**src/rtl/seg7_scan_driver.sv**
```systemverilog
// seg7_scan_driver
//   Time-multiplexed 7-segment display driver. Scans N_DIGITS digits over a
//   shared a-g segment bus, one digit per slot of SCAN_DIV cycles. Each slot
//   opens with DEAD dark cycles to suppress ghosting. Digit codes are
//   double-buffered: the shadow buffer is loaded at any time, and the active
//   buffer copies it only at the frame boundary, so a frame never shows a mix
//   of old and new codes.
//
// Ports
//   clk        in   rising-edge clock
//   rst_n      in   asynchronous active-low reset
//   en         in   scan enable; 0 freezes the counters and blanks the outputs
//   load       in   capture codes into the shadow buffer this cycle
//   codes      in   5*N_DIGITS; digit k code at [5k+4:5k]
//   seg        out  {a,b,c,d,e,f,g}, bit6 = a (inverted when ACTIVE_LOW)
//   dig_sel    out  one-hot digit select, bit k = digit k (inverted when ACTIVE_LOW)
//   frame_done out  one-cycle pulse after each frame boundary (never inverted)
module seg7_scan_driver #(
    parameter int N_DIGITS   = 4,
    parameter int SCAN_DIV   = 1000,
    parameter int DEAD       = 1,
    parameter int ACTIVE_LOW = 0
) (
    input  logic                    clk,
    input  logic                    rst_n,
    input  logic                    en,
    input  logic                    load,
    input  logic [5*N_DIGITS-1:0]   codes,
    output logic [6:0]              seg,
    output logic [N_DIGITS-1:0]     dig_sel,
    output logic                    frame_done
);

    localparam int CNT_W = $clog2(SCAN_DIV);
    localparam int IDX_W = (N_DIGITS > 1) ? $clog2(N_DIGITS) : 1;
    localparam logic [CNT_W-1:0] CNT_LAST = CNT_W'(SCAN_DIV - 1);
    localparam logic [IDX_W-1:0] IDX_LAST = IDX_W'(N_DIGITS - 1);

    logic [CNT_W-1:0]          cnt_q, cnt_d;
    logic [IDX_W-1:0]          idx_q, idx_d;
    logic [N_DIGITS-1:0][4:0]  shadow_q, shadow_d;
    logic [N_DIGITS-1:0][4:0]  active_q, active_d;
    logic [6:0]                seg_q, seg_d;
    logic [N_DIGITS-1:0]       dig_q, dig_d;
    logic                      frame_done_q, frame_done_d;
    logic                      boundary;
    logic                      lit;

    // Active-high segment pattern for a 5-bit digit code.
    function automatic logic [6:0] glyph(input logic [4:0] code);
        logic [6:0] g;
        case (code)
            5'h00:   g = 7'h7E;
            5'h01:   g = 7'h30;
            5'h02:   g = 7'h6D;
            5'h03:   g = 7'h79;
            5'h04:   g = 7'h33;
            5'h05:   g = 7'h5B;
            5'h06:   g = 7'h5F;
            5'h07:   g = 7'h70;
            5'h08:   g = 7'h7F;
            5'h09:   g = 7'h7B;
            5'h0A:   g = 7'h77;
            5'h0B:   g = 7'h1F;
            5'h0C:   g = 7'h4E;
            5'h0D:   g = 7'h3D;
            5'h0E:   g = 7'h4F;
            5'h0F:   g = 7'h47;
            5'h11:   g = 7'h01;   // '-'
            default: g = 7'h00;   // 0x10 and 0x12-0x1F are blank
        endcase
        return g;
    endfunction

    always_comb begin
        boundary = en && (cnt_q == CNT_LAST) && (idx_q == IDX_LAST);
        lit      = en && (int'(cnt_q) >= DEAD);

        cnt_d = cnt_q;
        idx_d = idx_q;
        if (en) begin
            if (cnt_q == CNT_LAST) begin
                cnt_d = '0;
                idx_d = (idx_q == IDX_LAST) ? '0 : idx_q + IDX_W'(1);
            end else begin
                cnt_d = cnt_q + CNT_W'(1);
            end
        end

        // Active copies the shadow as it was before this cycle's load, so a
        // load on the boundary cycle itself shows up one frame later.
        shadow_d = load ? codes : shadow_q;
        active_d = boundary ? shadow_q : active_q;

        // Outputs reflect the pre-edge counter state, giving one cycle of lag.
        seg_d = '0;
        dig_d = '0;
        if (lit) begin
            dig_d[idx_q] = 1'b1;
            seg_d        = glyph(active_q[idx_q]);
        end

        frame_done_d = boundary;
    end

    always_ff @(posedge clk or negedge rst_n) begin
        if (!rst_n) begin
            cnt_q        <= '0;
            idx_q        <= '0;
            shadow_q     <= '0;
            active_q     <= '0;
            seg_q        <= '0;
            dig_q        <= '0;
            frame_done_q <= 1'b0;
        end else begin
            cnt_q        <= cnt_d;
            idx_q        <= idx_d;
            shadow_q     <= shadow_d;
            active_q     <= active_d;
            seg_q        <= seg_d;
            dig_q        <= dig_d;
            frame_done_q <= frame_done_d;
        end
    end

    // Pin polarity applied after the registers; idle therefore reads as all
    // ones on an active-low board.
    assign seg        = (ACTIVE_LOW != 0) ? ~seg_q : seg_q;
    assign dig_sel    = (ACTIVE_LOW != 0) ? ~dig_q : dig_q;
    assign frame_done = frame_done_q;

endmodule

```
**config.mk**
```make
export PLATFORM = sky130hd
export DESIGN_NAME = seg7_scan_driver
export DESIGN_NICKNAME = d
export VERILOG_FILES = /design/src/rtl/seg7_scan_driver.sv
export SDC_FILE = /design/constraint.sdc
export NUM_CORES = 1
export LEC_CHECK = 0
export CORE_MARGIN = 2
export CORE_UTILIZATION = 50
export CTS_CLUSTER_SIZE = 10
export DETAILED_ROUTE_END_ITERATION = 16
export GPL_TIMING_DRIVEN = 0
export PLACE_DENSITY_LB_ADDON = 0.2
export SYNTH_ARGS = -nofsm -noshare
export SYNTH_HDL_FRONTEND = slang
export SYNTH_SLANG_ARGS = --single-unit
```
**constraint.sdc**
```tcl
create_clock -name clk -period 1.94 [get_ports clk]
set_input_delay 0.388 -clock clk [delete_from_list [all_inputs] [get_ports clk]]
set_output_delay 0.388 -clock clk [all_outputs]
set_load 0.01 [all_outputs]
```
# == Yosys cells after proc, flatten, opt, wreduce, memory -nomap -nowiden ==
# Memories as Yosys holds them, arrays and structs flattened.
# Index checks and enable logic that the tools add are counted.
# word_totals
ff_bits,64
rom_bits,224
input_bits,24
out_inout_bits,12
word_cells,34
memories,1
# mem_list
memory,depth,word_bits,read_ports,rd_ports_with_merged_regs,wr,line_no,rtl
(name not given),32,7,1,0,0,52,case (code)
# classes
n_addsub,2
n_lt_le_gt_ge,3
n_eq_ne,2
n_mux,8
n_reduce_logical,5
# ops
operator,count
$add A10 B1 Y10 const B,1
$bmux W5 S2,1
$eq A10 B10 Y1 const B,1
$ge A10 B1 Y1 const B,1
$mux W10,1
$mux W7,1
$mux W5,1
$logic_and A1 B1 Y1,4
$mux W4,1
$lt A2 B3 Y1 const B,1
$add A2 B1 Y2 const B,1
$demux W1 S2,1
$eq A2 B2 Y1 const B,1
$ge A2 B1 Y1 const B,1
$mux W2,1
$reduce_and A2 Y1,1
$mux W1,1

# == Logic depth before layout (Yosys ltp) ==
# Gate-level depths: netlist of the first run.
# depth
depth_word,5
ltp_mapped,7
ltp_nobuf,6

# == Worst setup path before layout of the first run ==
# Ideal clock, no wire load.
# synth_timing
kind,register to register
start,register idx_q[0]
end,register seg_q[3] (netlist: seg[3])
setup_time_ns,0.072
arrival_time_ns,1.889
required_ns,1.868
path_slack_ns,-0.021
stages_incl_launch_ff,8
path_buffers,1
period_less_slack_ns,1.961
path_cell_list,dfrtp_1 > buf_4 > mux4_2 > inv_1 > ha_1 > inv_1 > mux4_2 > nor2_1
# synth_via
elab_chain_cells,4
# synth_rtl
element,line_no,rtl
from (decl),40,"logic [IDX_W-1:0] idx_q, idx_d;"
from (signal assigned),117,idx_q <= idx_d;
$bmux W5 S2,100,seg_d = glyph(active_q[idx_q]);
$mux W5 (implied by the code),100,
$mem_v2 Z32 W7,-,
$mux W7,98,if (lit) begin
named net seg_d[3],43,"logic [6:0] seg_q, seg_d;"
to (signal assigned),120,seg_q <= seg_d;
to (decl),43,
# The timed path passes the listed nets, and every way through them passes these cells. The select of a mux whose other input is x is not followed.
# A chain may end at the register's enable or synchronous reset.

# == Worst setup path in the final report of the first run ==
# Ends and elaborated chain as after synthesis.

==> summary.txt, run 1 <==
Violated checks - setup timing
CTS tree - built
Fill count - 457
Clk buf depth - 2
Layout Nets - 315
Core box area - 5920 sq um
RSZ-0062 raised after global routing - yes
Row Count - 28
Final instance area - 3770 sq um
Share of cells above drive strength 1 - 0.314
DR iter-0 viols - 48
Setup TNS - -0.0660 ns
Die height - 82.0 um
Final worst path period share - 1.03
Max incr delay on CP - 0.61 ns
GR peak layer - met2
Synthesized flop and latch total - 64
Placed Cells - 332
CP bufs+invs - 1
Routing usage on met1 - 0.235
Overall routing resource usage - 0.176
Met2 Track Usage GR - 0.259
Gate count of the mapped netlist - 224
Endpoint class of the critical path - flop
Aggregate global routing overflow - 0
Final worst path period need - 2.01 ns
Vias in the first global route - 1810
Place WS - -0.184 ns
Power, Total - 3.01 mW
Area Overhead vs Synth - 23.7%
# port buffers - 33
Final Hold Vio Count - 0
Synth Flop Type - dfrtp_1
Hold WS - 0.116 ns
Top cells by area, synth - dfrtp_1, mux2_4, mux2_2, ha_1, mux4_2
Initial antenna violation count - 0
Relative slew slack - 0.487
DP Wirelength - 3430 um
Hold_buf cts - 0
CP Launch Type - flop
Post-Syn Area per Cell - 13.6 sq um
Clk_lat worst skew - 0.34 ns
Leakage - 1.73 nW
Final setup viols - 1
Worst ir drop on vdd - 451 uV
Synth top area share - 0.526
Register area share after synthesis - 0.526
Final Wtd Congestion - 0.857
Most numerous cell in the Yosys netlist - dfrtp_1
Syn Nets - 261
Detailed Routing Iterations Pass 1 - 4
Fin cells - 358
Async SR Flop Fraction - 1.00
Worst-Margin Slew - 0.769 ns
Antenna Nets Post-Route - 0
Diodes inserted - 0
Crit-path cells - buf_6 > mux4_2 > ha_2 > mux4_2 > nor2_1
Largest net degree at the start of global routing - 65
Synthesized area - 3050 sq um
DR vias/cell - 5.18
Die Wd - 82.0 um
Clk sinks - 64
Fmax - 499 MHz
Starting density of the core - 0.514
Die ar. - 6730 sq um
Setup Crit Path Kind - reg -> reg
Cell mode on critical path - mux4_2
Final Slew Violations - 0
CTS Buf Count - 9
Number of synthesized flops with an enable pin - 0
Area after DPL - 3470 sq um
WL final - 5240 um
DRC - 0
Clk_skew - 0.0114 ns
Crit Path Max Fanout - 5
Critical Path AT - 2.27 ns
Ports - 36
CTS root buf - clkbuf_8
Global-route wire length before repair - 8540 um
Final worst slack - -0.0660 ns
Clock Pin Slew Worst Setup and Hold Paths - 0.07 ns
CP Data Required Time - 2.21 ns
Max_cap viols - 0
Top delay family on crit path - multiplexers
Vias - 1853
Worst min-delay path category - in -> async
Number of distinct library cells after synthesis - 35
Register area - 1600 sq um
Pwr/cell area - 799 nW/um^2
H-tree levels - 3
Status - finished, violations left
WL/cell - 14.6 um
Grt met3 use - 0.0560
Multi-input gate area - 1380 sq um
CP max-delay cell - mux4_2
Layout Utilization - 0.636
Synth area leader - dfrtp_1
Top cells by count, synth - dfrtp_1, mux2_2, mux2_4, ha_1, nor2_1
Syn. warnings - 0
## sequential cells by signal (all words and copies together) (netlist names)
| signal | cells |
|---|---|
| frame_done | 1 |
| seg | 7 |
| shadow_q | 20 |
| active_q | 20 |
| idx_q | 2 |
| cnt_q | 10 |
| dig_sel | 4 |
## logic make-up after synthesis
| kind of cell | after synthesis | share of synthesized area |
|---|---|---|
| AOI/OAI and AO/OA | 16 | 0.0329 |
| xor gates and xnor gates | 9 | 0.0259 |
| adders and majority gates | 13 | 0.0534 |
| buffers and inverters | 19 | 0.0325 |
| DFF | 64 | 0.526 |
| muxes | 51 | 0.236 |
| and+or+nand+nor | 52 | 0.0933 |
## path summary, 6_finish.rpt
| path | from | to | slack, ns | cells past startpoint |
|---|---|---|---|---|
| max in group asynchronous | rst_n | active_q[5] | 1.32 | 1 |
| worst max register to register | idx_q[0] | seg[3] | -0.07 | 5 |
| worst max-delay path | idx_q[0] | seg[3] | -0.07 | 5 |
| worst min-delay path | rst_n | cnt_q[4] | 0.12 | 1 |
| min in group clk | en | cnt_q[1] | 0.35 | 2 |
| worst min register to register | shadow_q[18] | active_q[18] | 0.50 | 1 |
## layer usage
metal,vias up,share of wire
met4,0,0.022
met2,43,0.47
met5,-,0
met3,9,0.045
met1,903,0.46
li1,898,-
## layout by cell type (no fill, tap or decap), drive strengths merged, types with 4 or more instances in the layout
cell type       n
xnor2           9
o21ai           6
mux2i           4
clkdlybuf4s50  32
mux2           40
clkbuf         17
and2            4
dfrtp          64
mux4            7
nand2           8
nand3           4
buf            15
nor2           13
nor3            9
inv            12
ha             13
## where the power goes
part / internal, mW / switching (mW) / total, mW
Sequential: 1.45 / 0.100 / 1.55
Clock: 0.568 / 0.489 / 1.06
Combinational: 0.220 / 0.181 / 0.401
## cell type report
class / instances / share of cell area
well taps: 75 / 0.0249
inverters: 12 / 0.0133
plain buffers: 7 / 0.0153
clock buffers: 14 / 0.0458
flip-flops and latches: 64 / 0.425
clock inverters: 2 / 0.00332
repair buffers: 43 / 0.106
multi-input cells: 141 / 0.366
## what timing repair did
| action | 4_1_cts | 5_1_grt |
|---|---|---|
| endpoints found under the setup margin | 22 | 26 |
| gates cloned | 0 | 1 |
| setup buffers | 7 | 2 |
| resized for setup | 2 | 7 |
| pin swaps | 1 | 2 |
Note: power is estimated with default switching activity, not from simulation.
==> run 2: changes to the inputs <==
--- a/config.mk
+++ b/config.mk
@@ -5,6 +5,7 @@
 export SDC_FILE = /design/constraint.sdc
 export NUM_CORES = 1
 export LEC_CHECK = 0
+export ABC_AREA = 1
 export CORE_MARGIN = 2
 export CORE_UTILIZATION = 50
 export CTS_CLUSTER_SIZE = 10
==> run 2 against run 1 <==
The run now ends clean. Final area is 1.5% higher. Utilization is 0.15 points lower. Critical path depth is 5 higher. Sequential share of layout area is 0.64 points lower. Routed wire length is 10% higher. Hold slack better by 0.053 ns. Register-to-register slack better by 0.23 ns. Combinational power is 37% higher. Clock skew is 0.0049 ns lower. Worst setup slack better by 0.23 ns. Power is 9.4% higher. Critical endpoint unchanged. Largest power group unchanged.
==> summary.txt, run 2 <==
CTS tree - built
Final Wtd Congestion - 0.880
Initial antenna violation count - 0
Most frequent cells in the layout - nand2_1, dfrtp_1, clkdlybuf4s50_1, inv_1, nor2_1
Die Wd - 83.5 um
Clock Pin Slew Worst Setup and Hold Paths - 0.07 ns
WL/cell - 11.9 um
Top cells by area, synth - dfrtp_1, nand2_1, mux2_2, ha_1, nand3_1
Vias in the first global route - 2393
Clk_skew - 0.00652 ns
Switching portion of total power - 0.283
Clk buf depth - 2
Overall routing resource usage - 0.181
Die height - 83.5 um
Critical Path AT - 2.01 ns
Worst ir drop on vdd - 575 uV
DR iter-0 viols - 108
Simple-gate area share of the yosys netlist - 0.265
Vias - 2412
Compound-cell area share of the yosys netlist - 0.0352
Antenna Nets Post-Route - 0
Syn. warnings - 0
Hold WS - 0.169 ns
Pwr/cell area - 861 nW/um^2
Crit. Startpoint - idx_q[0]
Adder-Cell Fraction of Synth Area - 0.0515
Global-route wire length before repair - 10200 um
CP Data Required Time - 2.17 ns
Fmax - 562 MHz
Aggregate global routing overflow - 0
Crit Path Max Fanout - 11
Synth area leader - dfrtp_1
Synthesized flop and latch total - 64
R2R Path Start - idx_q[0]
Most numerous cell in the Yosys netlist - nand2_1
Async SR Flop Fraction - 1.00
Worst min-delay path category - in -> async
Synth Area in XOR/XNOR - 0.00277
Leakage - 1.91 nW
Number of synthesized flops with an enable pin - 0
Largest family of logic cells by synthesized area - simple AND/OR/NAND/NOR gates
Worst-Margin Slew - 0.888 ns
# port buffers - 34
Gate count of the mapped netlist - 360
Logic pwr share - 0.167
Internal - 2.36 mW
Share of cells above drive strength 1 - 0.151
Clk sinks - 64
Largest net degree at the start of global routing - 40
R2R setup slack - 0.16 ns
Area Overhead vs Synth - 21.0%
Core box area - 6030 sq um
Max_cap viols - 0
Place WS - 0.0174 ns
CP Launch Type - flop
CTS Buf Count - 9
Layout Nets - 443
CTS root buf - clkbuf_8
Ports - 36
Setup Crit Path Kind - reg -> reg
Final Slew Violations - 0
Fill count - 519
Row Count - 28
H-tree levels - 3
DR vias/cell - 4.96
Mux cell area share after synthesis - 0.0713
Final worst path period share - 0.917
R2r endpoint - seg[3]
Final worst slack - 0.162 ns
Top cells by count, synth - nand2_1, dfrtp_1, inv_1, nor2_1, nand3_1
Crit path capture - seg[3]
Detailed Routing Iterations Pass 1 - 5
Die ar. - 6970 sq um
Synth Flop Type - dfrtp_1
R2R depth - 10
Final Hold Vio Count - 0
DP Wirelength - 4130 um
Post-CTS repair timing setup buffer count - 0
Sw Pwr - 932 uW
RSZ-0062 raised after global routing - no
Final worst path period need - 1.78 ns
Flop pwr share - 0.477
WL final - 5770 um
Syn Nets - 397
DRC - 0
Clk_lat worst skew - 0.34 ns
Relative slew slack - 0.408
Number of distinct library cells after synthesis - 26
Synthesized area - 3160 sq um
Most common cell after layout, fill and taps aside - nand2_1
Top Registers - active_q x20, shadow_q x20, cnt_q x10
Status - finished, final reports clean
Clock share of power - 0.357
Diodes inserted - 0
Final setup viols - 0
Starting density of the core - 0.524
Synth top area share - 0.507
Endpoint class of the critical path - flop
Post-Syn Area per Cell - 8.78 sq um
Register area share after synthesis - 0.507
[run 2: cells by family after synthesis]
| kind of cell | after synthesis |
|---|---|
| flops | 64 |
| mux | 20 |
| xor+xnor | 1 |
| simple gates | 194 |
| buf+inv | 47 |
| compound gates | 21 |
| fa+ha+maj | 13 |
[run 2: through the flow]
| step | cell area (sq um) | std cells | TNS [ns] | util | power [mW] |
|---|---|---|---|---|---|
| detailed placement | 3610 | 470 | 0 | 0.599 | 2.14 |
| CTS | 3810 | 486 | 0 | 0.633 | 3.32 |
| floorplan | 3160 | 360 | 0 | - | 1.96 |
| finish | 3820 | 486 | 0 | 0.635 | 3.29 |
| global route | 3820 | 486 | 0 | 0.635 | 3.48 |
| global placement | 3590 | 469 | -98.78 | 0.596 | 2.12 |
[run 2: layer usage]
| metal | vias up | global-route usage | wire (um) |
|---|---|---|---|
| li1 | 1233 | - | - |
| met1 | 1112 | 0.229 | 2780 |
| met2 | 53 | 0.291 | 2630 |
| met3 | 14 | 0.0376 | 219 |
| met4 | 0 | 0.101 | 141 |
| met5 | - | 0 | 0 |
[run 2: how the worst min path moves through the flow]
stage	from	end	slack [ns]	depth (start not counted)
6_report	rst_n	cnt_q[7]	0.17	1
5_1_grt	rst_n	cnt_q[9]	0.24	1
4_1_cts	rst_n	cnt_q[7]	0.19	1
3_5_place_dp	active_q[6]	active_q[6]	0.46	2
3_3_place_gp	shadow_q[1]	active_q[1]	0.46	2
2_1_floorplan	rst_n	active_q[0]	0.09	0
[run 2: power groups by stage]
stage	sequential [mW]	clock, mW	combinational [mW]
5_1_grt	1.59	1.26	0.629
3_3_place_gp	1.59	0	0.530
2_1_floorplan	1.57	0	0.390
4_1_cts	1.57	1.20	0.552
6_report	1.57	1.17	0.549
3_5_place_dp	1.60	0	0.548
[run 2: final cells by class]
class	instances	area (sq um)	share of cell area
flip-flops and latches	64	1600	0.419
multi-input cells	249	1350	0.353
repair buffers	35	355	0.0929
clock buffers	11	151	0.0396
inverters	36	138	0.0360
well taps	75	93.8	0.0245
plain buffers	11	78.8	0.0206
clock inverters	5	55.1	0.0144
[run 2: worst max-delay path, cell delays in order, from the launching register on]
cell and delay [ns]:
dfrtp_1 0.41, inv_1 0.14, buf_6 0.16, nand2_1 0.07, nand3_1 0.07, nand2_1 0.14
ha_1 0.35, o21ai_0 0.17, nand2_1 0.06, nand2_1 0.05, nor2_1 0.04
[run 2: timing repair]
| action | CTS | global route |
|---|---|---|
| endpoints found under the setup margin | 0 | 4 |
| gates resized for setup | 0 | 3 |
| hold buffers | 0 | 0 |
